## src/rtl/ssd_scan.sv

```systemverilog
// Multiplexed seven-segment scanner: double-buffered hex data, leading-zero
// blanking, per-digit decimal points and PWM brightness, all outputs registered.
module ssd_scan #(
  parameter int unsigned NDIG          = 8,
  parameter int unsigned CLK_DIV       = 16,
  parameter bit          ANODE_ACT_LOW = 1'b1,
  parameter bit          SEG_ACT_LOW   = 1'b1
) (
  input  logic                                         clk,
  input  logic                                         rst_i,
  input  logic                                         enable_i,
  input  logic                                         load_i,
  input  logic [4*NDIG-1:0]                            data_i,
  input  logic [NDIG-1:0]                              dp_i,
  input  logic                                         blank_lz_i,
  input  logic [3:0]                                   bright_i,
  output logic [NDIG-1:0]                              anode,
  output logic [6:0]                                   display,
  output logic                                         dp_o,
  output logic [((NDIG > 1) ? $clog2(NDIG) : 1)-1:0]   digit_idx_o,
  output logic                                         frame_o
);

  localparam int unsigned IW  = (NDIG > 1) ? $clog2(NDIG) : 1;
  localparam int unsigned DW  = $clog2(CLK_DIV);
  localparam int unsigned BW  = $clog2(CLK_DIV) + 5;
  localparam int unsigned DAW = 4 * NDIG;

  localparam logic [NDIG-1:0] ANODE_OFF = ANODE_ACT_LOW ? {NDIG{1'b1}} : {NDIG{1'b0}};
  localparam logic [6:0]      SEG_OFF   = SEG_ACT_LOW ? 7'h7F : 7'h00;
  localparam logic            DP_OFF    = SEG_ACT_LOW;

  typedef enum logic {ST_IDLE, ST_SCAN} state_e;

  state_e            state_q, state_d;
  logic [DW-1:0]     div_cnt_q, div_cnt_d;
  logic [IW-1:0]     idx_q, idx_d;
  logic [DAW-1:0]    pend_data_q, pend_data_d, act_data_q, act_data_d;
  logic [NDIG-1:0]   pend_dp_q, pend_dp_d, act_dp_q, act_dp_d;
  logic              pend_flag_q, pend_flag_d;
  logic [NDIG-1:0]   anode_q, anode_d;
  logic [6:0]        display_q, display_d;
  logic              dp_q, dp_d;
  logic [IW-1:0]     digit_idx_q, digit_idx_d;
  logic              frame_q, frame_d;

  logic              wrap_c, xfer_c;
  logic [NDIG-1:0]   blank_c, onehot_c;
  logic              zero_run_c, cur_blank_c, cur_dp_c, lit_c;
  logic [3:0]        cur_nib_c;
  logic [BW-1:0]     duty_pos_c, duty_lim_c;

  function automatic logic [6:0] seg_decode(input logic [3:0] nib);
    logic [6:0] seg;
    case (nib)
      4'h0: seg = 7'h3F;  4'h1: seg = 7'h06;  4'h2: seg = 7'h5B;  4'h3: seg = 7'h4F;
      4'h4: seg = 7'h66;  4'h5: seg = 7'h6D;  4'h6: seg = 7'h7D;  4'h7: seg = 7'h07;
      4'h8: seg = 7'h7F;  4'h9: seg = 7'h6F;  4'hA: seg = 7'h77;  4'hB: seg = 7'h7C;
      4'hC: seg = 7'h39;  4'hD: seg = 7'h5E;  4'hE: seg = 7'h79;  default: seg = 7'h71;
    endcase
    return seg;
  endfunction

  // Scan sequencing and double-buffer transfer
  always_comb begin
    state_d     = state_q;
    div_cnt_d   = div_cnt_q;
    idx_d       = idx_q;
    pend_data_d = pend_data_q;
    pend_dp_d   = pend_dp_q;
    act_data_d  = act_data_q;
    act_dp_d    = act_dp_q;
    pend_flag_d = pend_flag_q;
    wrap_c      = 1'b0;
    xfer_c      = 1'b0;

    if (!enable_i) begin
      state_d   = ST_IDLE;
      div_cnt_d = '0;
      idx_d     = '0;
    end else begin
      state_d = ST_SCAN;
      if (state_q == ST_SCAN) begin
        if (div_cnt_q == DW'(CLK_DIV - 1)) begin
          div_cnt_d = '0;
          if (idx_q == IW'(NDIG - 1)) begin
            idx_d  = '0;
            wrap_c = 1'b1;
          end else begin
            idx_d = idx_q + IW'(1);
          end
        end else begin
          div_cnt_d = div_cnt_q + DW'(1);
        end
      end
    end

    // Transfer sees the pre-load pending value; a coincident load re-arms the flag
    xfer_c = pend_flag_q && (wrap_c || (state_q == ST_IDLE));
    if (xfer_c) begin
      act_data_d  = pend_data_q;
      act_dp_d    = pend_dp_q;
      pend_flag_d = 1'b0;
    end
    if (load_i) begin
      pend_data_d = data_i;
      pend_dp_d   = dp_i;
      pend_flag_d = 1'b1;
    end
  end

  // Output decode from current scan position and active buffer
  always_comb begin
    blank_c     = '0;
    onehot_c    = '0;
    zero_run_c  = 1'b1;
    cur_blank_c = 1'b0;
    cur_dp_c    = 1'b0;
    cur_nib_c   = 4'h0;

    for (int k = int'(NDIG) - 1; k >= 0; k--) begin
      zero_run_c = zero_run_c && (act_data_q[4*k +: 4] == 4'h0);
      blank_c[k] = blank_lz_i && (k != 0) && zero_run_c;
    end

    for (int unsigned k = 0; k < NDIG; k++) begin
      if (idx_q == IW'(k)) begin
        onehot_c[k] = 1'b1;
        cur_nib_c   = act_data_q[4*k +: 4];
        cur_dp_c    = act_dp_q[k];
        cur_blank_c = blank_c[k];
      end
    end

    duty_pos_c = BW'(div_cnt_q) * BW'(16);
    duty_lim_c = (BW'(bright_i) + BW'(1)) * BW'(CLK_DIV);
    lit_c = (state_q == ST_SCAN) && enable_i && !cur_blank_c && (duty_pos_c < duty_lim_c);

    anode_d     = ANODE_OFF;
    display_d   = SEG_OFF;
    dp_d        = DP_OFF;
    digit_idx_d = idx_q;
    frame_d     = wrap_c;
    if (lit_c) begin
      anode_d   = onehot_c ^ {NDIG{ANODE_ACT_LOW}};
      display_d = seg_decode(cur_nib_c) ^ {7{SEG_ACT_LOW}};
      dp_d      = cur_dp_c ^ SEG_ACT_LOW;
    end
  end

  always_ff @(posedge clk) begin
    if (!rst_i) begin
      state_q     <= ST_IDLE;
      div_cnt_q   <= '0;
      idx_q       <= '0;
      pend_data_q <= '0;
      pend_dp_q   <= '0;
      act_data_q  <= '0;
      act_dp_q    <= '0;
      pend_flag_q <= 1'b0;
      anode_q     <= ANODE_OFF;
      display_q   <= SEG_OFF;
      dp_q        <= DP_OFF;
      digit_idx_q <= '0;
      frame_q     <= 1'b0;
    end else begin
      state_q     <= state_d;
      div_cnt_q   <= div_cnt_d;
      idx_q       <= idx_d;
      pend_data_q <= pend_data_d;
      pend_dp_q   <= pend_dp_d;
      act_data_q  <= act_data_d;
      act_dp_q    <= act_dp_d;
      pend_flag_q <= pend_flag_d;
      anode_q     <= anode_d;
      display_q   <= display_d;
      dp_q        <= dp_d;
      digit_idx_q <= digit_idx_d;
      frame_q     <= frame_d;
    end
  end

  assign anode       = anode_q;
  assign display     = display_q;
  assign dp_o        = dp_q;
  assign digit_idx_o = digit_idx_q;
  assign frame_o     = frame_q;

endmodule

```

## config.mk

```make
export PLATFORM = sky130hd
export DESIGN_NAME = ssd_scan
export DESIGN_NICKNAME = d
export VERILOG_FILES = /design/src/rtl/ssd_scan.sv
export SDC_FILE = /design/constraint.sdc
export NUM_CORES = 1
export LEC_CHECK = 0
export ABC_CLOCK_PERIOD_IN_PS = 7200
export CAP_MARGIN = 20
export CORE_ASPECT_RATIO = 0.9
export CORE_MARGIN = 2
export CORE_UTILIZATION = 40
export CTS_CLUSTER_DIAMETER = 100
export DETAILED_ROUTE_END_ITERATION = 10
export SLEW_MARGIN = 15
export SYNTH_ARGS = -nofsm -noshare
export SYNTH_HDL_FRONTEND = slang
export SYNTH_SLANG_ARGS = --single-unit
```

## constraint.sdc

```tcl
create_clock -name clk -period 7.2 [get_ports clk]
set_input_delay 1.8 -clock clk [delete_from_list [all_inputs] [get_ports clk]]
set_output_delay 1.8 -clock clk [all_outputs]
set_load 0.02 [all_outputs]
```

Word level (Yosys, flattened, before mapping)

Memories as Yosys holds them, arrays and structs flattened.
Cells that the tools add are included.

Register bits: 109
Input bits: 49
Memories kept: 1
Memory bits (read-only): 112
Logic and storage cells: 101
Output and inout bits: 20

Add/sub/neg operators: 3
Magnitude comparators: 1
Equal/unequal tests: 8
Bitwise logic cells: 4
Reductions and logical operators: 31
Muxes and demuxes: 40

Memory list:

| name            | words | width | rd ports | clocked after Yosys merged registers in | write ports | line | text |
|---|---|---|---|---|---|---|---|
| (no name shown) | 16    | 7     | 1        | 0                                       | 0           | 55   | `case (nib)` |

Operator list:

| kind                                                                  | count |
|---|---|
| 4-bit two-way mux                                                     | 9 |
| 1-bit two-way mux                                                     | 29 |
| 4-bit logical NOT                                                     | 7 |
| 1-bit logical AND                                                     | 17 |
| 3-bit equality test, second input constant                            | 4 |
| 8-bit by 9-bit less-than comparator with 1-bit output                 | 1 |
| 8-bit inverter                                                        | 1 |
| 7-bit two-way mux                                                     | 1 |
| 7-bit inverter                                                        | 1 |
| 3-bit by 2-bit equality test with 1-bit output, second input constant | 2 |
| 2-bit AND reduction                                                   | 3 |
| 4-bit by 1-bit adder with 5-bit output, second input constant         | 1 |
| 4-bit by 1-bit adder with 4-bit output, second input constant         | 1 |
| 4-bit equality test, second input constant                            | 1 |
| 3-bit by 1-bit adder with 3-bit output, second input constant         | 1 |
| 3-bit by 1-bit equality test with 1-bit output, second input constant | 1 |
| 3-bit logical NOT                                                     | 1 |
| 3-bit two-way mux                                                     | 1 |
| 1-bit inverter                                                        | 2 |
| 2-bit nonzero test                                                    | 1 |
| 1-bit logical NOT                                                     | 1 |
| 1-bit logical OR                                                      | 1 |

Logic depth before layout (Yosys ltp)

Gate-level depths: netlist (run 1).

Depth after elaboration: 20
Gate-level depth with buffers: 14

Worst setup path before layout (run 1)

Ideal clock, no wire load.

Path type: in2reg
From: input port bright_i[0]
To: register anode_q[0], in the netlist anode[0]
Path buffers: 1
Library setup time: 138 ps
Data arrival time: 3107 ps
Setup slack: 3955 ps
Stages on the path: 9
Cell sequence: ha_1 -> inv_1 -> ha_1 -> o21a_1 -> o21ai_0 -> a21oi_1 -> nor3_4 -> buf_6 -> nand3_1

Cells in the longest elaborated chain, start to end: 4

Ends and longest elaborated chain:

| what                                                  | line | text |
|---|---|---|
| from (decl)                                           | 16   | `input logic [3:0] bright_i,` |
| 4-bit by 1-bit adder with 5-bit output                | 136  | `duty_lim_c = (BW'(bright_i) + BW'(1)) * BW'(CLK_DIV);` |
| 8-bit by 9-bit less-than comparator with 1-bit output | 137  | `lit_c = (state_q == ST_SCAN) && enable_i && !cur_blank_c && (duty_pos_c < duty_lim_c);` |
| 1-bit logical AND                                     | 137  |  |
| 2-bit AND reduction (no source line)                  | --   |  |
| to (signal assigned)                                  | 175  | `anode_q <= anode_d;` |
| to (decl)                                             | 41   | `logic [NDIG-1:0] anode_q, anode_d;` |

Every way passes these cells.
A chain may end at the register's enable or synchronous reset.

Final worst setup path (run 1)

From: register idx_q[2], in the netlist digit_idx_d[2]
To: register display_q[1], in the netlist display[1]

Cells in the longest elaborated chain, start to end: 12

Ends and longest elaborated chain:

| what                                                                                | line     | text |
|---|---|---|
| from (decl)                                                                         | 37       | `logic [IW-1:0] idx_q, idx_d;` |
| from (signal assigned)                                                              | 169      | `idx_q <= idx_d;` |
| 3-bit logical NOT or 3-bit by 1-bit equality test with 1-bit output (tied branches) | 127      | `if (idx_q == IW'(k)) begin` |
| 4-bit two-way mux or 1-bit two-way mux (tied branches) (7 in a row)                 | 127      |  |
| 4-bit two-way mux or 1-bit logical NOT (tied branches)                              | 127, 137 |  |
| memory 16 x 7 bit or 1-bit logical AND (tied branches)                              | --       |  |
| 7-bit two-way mux or 1-bit logical AND (tied branches)                              | 144, 137 |  |
| 7-bit inverter (no source line) or 2-bit AND reduction (tied branches)              | --       |  |
| to (signal assigned)                                                                | 176      | `display_q <= display_d;` |
| to (decl)                                                                           | 42       | `logic [6:0] display_q, display_d;` |

Several ways; a longest one is shown, not always the timed one. The select of a mux whose other input is x is not followed.

==> results of run 1 <==
sequential cells by signal (all words and copies together) (netlist names), 3 cells and up:
register,count
act_dp_q,8
pend_dp_q,8
digit_idx_d,3
act_data_q,32
div_cnt_q,4
anode,8
digit_idx_o,3
display,7
pend_data_q,32
worst max path at each step:
stage,start,endpoint,slack [ns],cells after the start
after floorplan,bright_i[0],anode[0]$_SDFF_PN1_,3.95,9
after global placement,bright_i[0],display[0]$_SDFF_PN1_,3.17,9
after detailed placement,bright_i[0],display[6]$_SDFF_PN1_,3.09,9
after CTS,digit_idx_d[2]$_SDFFE_PN0P_,display[1]$_SDFF_PN1_,3.27,9
after global routing,digit_idx_d[2]$_SDFFE_PN0P_,display[1]$_SDFF_PN1_,2.94,9
final,digit_idx_d[2]$_SDFFE_PN0P_,display[1]$_SDFF_PN1_,3.28,9
cell usage after synthesis (2+ instances only):
cell,number,area share [%]
a2111oi_0,2,0.36
a211oi_1,3,0.46
a21boi_0,33,5.0
a21boi_1,7,1.1
a21oi_1,26,2.7
a31oi_1,3,0.38
a32oi_1,2,0.36
and2_1,6,0.76
buf_1,3,0.23
buf_2,9,0.92
buf_4,2,0.31
clkbuf_1,23,1.8
dfxtp_1,109,44
ha_1,17,4.3
inv_1,15,1.1
mux2i_1,42,8.6
nand2_1,103,7.9
nand2b_1,2,0.25
nand3_1,15,1.5
nand3b_1,5,0.76
nor2_1,12,0.92
nor2b_1,48,6.1
nor3_1,7,0.71
nor4_1,3,0.38
o2111ai_1,3,0.54
o211ai_1,5,0.76
o21ai_0,10,1.0
o21bai_1,2,0.31
o22ai_1,2,0.25
o31ai_1,3,0.46
o41ai_1,2,0.36
or3_1,3,0.38
xnor2_1,2,0.36
xor2_1,2,0.36
per-stage QoR:
step           area (sq um)  cells  total power, mW  hold WS, ns  utilization (%)
5_1_grt                5970    759             1.33        0.487             49.6
6_report               5970    759             1.28        0.454             49.6
3_5_place_dp           5630    743            0.753        0.450             46.8
4_1_cts                5970    759             1.30        0.460             49.6
2_1_floorplan          4910    550            0.709        0.430                -
3_3_place_gp           5630    743            0.750        0.449             46.8
routing by layer:
| layer | GRT usage (%) | share of wire [%] |
|---|---|---|
| met1 | 22.5 | 49 |
| met2 | 26.9 | 44 |
| met3 | 3.92 | 4.5 |
| met4 | 7.39 | 1.9 |
| met5 | 0 | 0 |
cell type report:
class                   count  share of cell area, %
inverters                  15                  0.943
multi-input cells         388                   41.9
clock buffers              11                   4.23
flip-flops and latches    109                   36.6
well taps                 160                   3.35
clock inverters             5                   1.36
repair buffers             71                   11.7
critical path, stage by stage, from the launching register on:
cell and delay (ns):
dfxtp_1 0.83, inv_1 0.40, ha_1 0.51, a2111oi_0 0.53, o22ai_1 0.17, a21oi_1 0.43, inv_1 0.19, ha_1 0.35
mux2_2 0.27, o211ai_1 0.15
power by group through the flow:
stage	logic, mW	registers (mW)	clock network (mW)
after CTS	0.103	0.637	0.557
final	0.101	0.637	0.540
after global placement	0.100	0.650	0
after floorplan	0.0623	0.647	0
after global routing	0.113	0.639	0.582
after detailed placement	0.103	0.650	0
logic make-up (layout without fill, tap and decap cells):
family | Yosys count | after routing | synth area share (%)
simple gates | 211 | 211 | 20.9
compound gates | 113 | 113 | 16.2
flops | 109 | 109 | 44.5
buf+inv | 53 | 102 | 4.59
mux | 43 | 43 | 8.79
fa+ha+maj | 17 | 17 | 4.33
xor+xnor | 4 | 4 | 0.714
==> reports/qor.yml, run 1 <==
global_routing:
  grt_pass1_vias: 3725
  grt_usage_pct: 17.1
  grt_pass1_wl_um: 17900
  grt_overflow: 0
  antenna_found_initial: 0
  grt_max_degree: 86
placed_design:
  dpl.hpwl_um: 7440
  gp_congestion: 0.806
  io_buffers: 68
  pre_cts_slack_ns: 3.09
setup_path:
  r2r_end: "display[1]$_SDFF_PN1_"
  worstRegToRegCells: 9
  critPathRequiredTime_ns: 7.47
  critPathArrivalTime_ns: 4.19
  reg2reg_setup_slack_ns: 3.28
  start_kind: "flop"
  reg2reg_from: "digit_idx_d[2]$_SDFFE_PN0P_"
  crit_type: "flop to flop"
  critPathCaptureType: "flop"
  cp_max_fo: 23
timing:
  setup_ws_ns: 3.28
  max_slew.worst_pin.slew_ns: 0.782
  finalHoldViolations: 0
  slew_headroom_pct: 47.8
  finalCritPeriodShare_pct: 54.4
  finalSetupViolations: 0
  fin_tns_setup_ns: 0
  finalCriticalPeriod_ns: 3.92
  fin_worst_skew_ns: 0.00729
  rsz0062_at_grt: "false"
  fmax_mhz: 255
  slew_viol_final: 0
floorplanning:
  fp.dieH_um: 109
  floorplan.initialDensity_pct: 40.8
  chipWidth_um: 121
  dieArea_sq_um: 13200
  ios: 69
  num_rows: 38
  coreArea_sq_um: 12000
route:
  ant_nets: 0
  wire_per_inst_um: 14.2
  post-route-drc-count: 0
  drt_pass1_iterations: 4
  vias: 3806
  first_iter_violations: 250
  wl_um: 10800
  drt-vias-per-instance: 5.01
run:
  maxCapViolations: 0
yosys:
  syn_nets: 616
  netlist_instances: 550
  ys_seq_area_share_pct: 44.5
  yosysUniqueCellTypes: 53
  synth_edf_count: 0
  synthFlopType: "dfxtp_1"
  syn_area_per_cell_sq_um: 8.92
  synth-seq-cells: 109
  mappedNetlistArea_sq_um: 4910
  yosysWarnings: 0
  async_flop_share_pct: 0
clocking:
  cts.sinks: 109
  clk_latency_ns: 0.35
  clkTransAtPathRegs_ns: 0.07
  cts_made_buffers: 9
  clockBufferDepth: 2
  cts_resized: 0
  cts-root-buf: "clkbuf_16"
  postCtsSetupBuffers: 0
  htreeDepth: 3
  cts_tree: "built"
  hold_buffers: 0
worst_hold_path:
  hp-class: "flop to flop"
  holdPathStages: 2
  hold_end: "act_data_q[6]$_SDFFE_PN0P_"
  min-delay-start: "pend_data_q[6]$_SDFFE_PN0P_"
pwr:
  switching_share_pct: 21.5
  irDropWorstVdd_mv: 0.100
  p_per_area_nw_per_um2: 214
  power_frac_seq_pct: 49.8
  clockPowerShare_pct: 42.3
  p_int_mw: 1.00
  combPwrFrac_pct: 7.9
  p_switching_mw: 0.274
  leakagePower_nw: 2.18
layout:
  nNetsFinal: 660
  syn_to_final_growth_pct: 21.6
  multiInputGateArea_sq_um: 2500
  final_cell_mix: "dfxtp_1 (109), nand2_1 (103), clkdlybuf4s50_1 (66)"
  drive_gt1_share_pct: 4.67
  nFillCells: 1152
  register_area_sq_um: 2180
  antenna_cells: 0
  layout_commonest_cell: "dfxtp_1"
run_status:
  outcome: "finished, final reports clean"
No activity file was read; power rests on OpenSTA's default activity.
==> run 2: changes to the inputs <==
ABC_CLOCK_PERIOD_IN_PS = 3540   (was 7200)
clock period = 3.54 ns   (was 7.2 ns; I/O delays follow)
==> reports/qor.yml, run 2 (same netlist as run 1, synthesis figures left out) <==
layout:
  final_area_sq_um: 6040
  syn_to_final_growth_pct: 23.1
  drive_gt1_share_pct: 6.24
  nNetsFinal: 670
  stdcell_count: 769
  final_cell_mix: "dfxtp_1 (109), nand2_1 (103), clkdlybuf4s50_1 (66)"
  reg.largest.list: "act_data_q x32, pend_data_q x32"
  fin_util_pct: 50.2
  antenna_cells: 0
  layout_commonest_cell: "dfxtp_1"
run:
  maxCapViolations: 0
global_routing:
  grt_usage_pct: 17.9
  grt_overflow: 0
  grt_pass1_vias: 3864
  grt_pass1_wl_um: 18900
  antenna_found_initial: 0
  grt_max_degree: 85
pwr:
  leakagePower_nw: 2.22
  p_switching_mw: 0.571
  irDropWorstVdd_mv: 0.279
  clockPowerShare_pct: 41.6
  p_total_mw: 2.58
  power_frac_seq_pct: 50.2
  p_per_area_nw_per_um2: 427
  combPwrFrac_pct: 8.2
  switching_share_pct: 22.1
  p_int_mw: 2.01
worst_hold_path:
  holdPathStages: 2
  hp-class: "flop to flop"
clocking:
  hold_buffers: 0
  htreeDepth: 3
  cts_tree: "built"
  cts.sinks: 109
  cts_resized: 0
  clkTransAtPathRegs_ns: 0.07
  cts-root-buf: "clkbuf_16"
  clk_latency_ns: 0.35
  cts_made_buffers: 9
  clockBufferDepth: 2
  postCtsSetupBuffers: 0
timing:
  fmax_mhz: 338
  timing.hold.ws_ns: 0.457
  max_slew.worst_pin.slew_ns: 0.688
  rsz0062_at_grt: "false"
  slew_headroom_pct: 54.2
  finalCritPeriodShare_pct: 83.6
  slew_viol_final: 0
  setup_ws_ns: 0.582
  finalCriticalPeriod_ns: 2.96
  fin_worst_skew_ns: 0.00827
  fin_tns_setup_ns: 0
  finalSetupViolations: 0
  finalHoldViolations: 0
setup_path:
  critPathArrivalTime_ns: 3.16
  critPathCaptureType: "flop"
  crit_chain: "ha_1 -> ha_1 -> nor2b_1 -> o2bb2ai_1 -> o22ai_1 -> a21oi_1 -> buf_4 -> inv_1 -> ha_1 -> inv_1 -> a21oi_1 -> mux2i_1 -> o2111ai_1"
  crit_top_cell: "ha_1"
  crit_type: "flop to flop"
  cpPeakStageDelay_ns: 0.51
  critPathSlowestCell: "ha_1"
  start_kind: "flop"
  cp_max_fo: 16
  worstRegToRegCells: 13
  critPathRequiredTime_ns: 3.74
floorplanning:
  coreArea_sq_um: 12000
  floorplan.initialDensity_pct: 40.8
  num_rows: 38
  fp.dieH_um: 109
  ios: 69
  chipWidth_um: 121
  dieArea_sq_um: 13200
placed_design:
  placed_area_sq_um: 5720
  io_buffers: 68
  dpl.hpwl_um: 7980
  pre_cts_slack_ns: 0.614
  gp_congestion: 0.856
  dpl.cell_count: 753
route:
  vias: 3888
  wire_per_inst_um: 14.3
  wl_um: 11000
  drt_pass1_iterations: 4
  post-route-drc-count: 0
  first_iter_violations: 221
  drt-vias-per-instance: 5.06
  ant_nets: 0
run_status:
  outcome: "finished, final reports clean"
==> run 2: cell count changes in the layout (fill, tap and decap cells not counted) <==
cell / delta
buf_4: +8
clkbuf_8: -2
buf_12: +1
buf_2: +1
clkinv_4: +1
clkinvlp_4: +1
==> run 2: worst paths after layout <==
path | start | to | slack, ns
setup / recovery | digit_idx_d[0]$_SDFFE_PN0P_ | display[0]$_SDFF_PN1_ | 0.58
hold / removal | pend_data_q[31]$_SDFFE_PN0P_ | act_data_q[31]$_SDFFE_PN0P_ | 0.46
setup reg to reg | digit_idx_d[0]$_SDFFE_PN0P_ | display[0]$_SDFF_PN1_ | 0.58
hold reg to reg | pend_data_q[31]$_SDFFE_PN0P_ | act_data_q[31]$_SDFFE_PN0P_ | 0.46
==> run 2: area by class of cell <==
| cell class | instances | area [sq um] |
|---|---|---|
| Clock buffer | 9 | 225 |
| Clock inverter | 7 | 97.6 |
| Fill cell | 1137 | 5990 |
| Inverter | 15 | 56.3 |
| Multi-Input combinational cell | 388 | 2500 |
| Sequential cell | 109 | 2180 |
| Tap cell | 160 | 200 |
| Timing Repair Buffer | 81 | 781 |
==> run 2: critical path, delay by kind of cell (launching register included) <==
kind | cells | cell delay (ns)
AOI/OAI and AO/OA | 5 | 0.66
adders and majority gates | 3 | 0.92
buffers and inverters | 3 | 0.33
DFF | 1 | 0.43
muxes | 1 | 0.17
and+or+nand+nor | 1 | 0.29
==> run 2: layer usage <==
metal / vias up / part of all wire [%] / global-route usage, %
li1: 1991 / - / -
met1: 1797 / 49 / 24.2
met2: 85 / 45 / 28.2
met3: 15 / 4.6 / 4.50
met4: 0 / 1.4 / 5.56
met5: - / 0 / 0
==> run 2: power by group through the flow <==
stage	Combinational, mW	Clock, mW	Sequential, mW
after floorplan	0.127	0	1.32
after global placement	0.209	0	1.32
after detailed placement	0.214	0	1.32
after CTS	0.214	1.11	1.30
after global routing	0.235	1.16	1.30
final	0.211	1.07	1.30
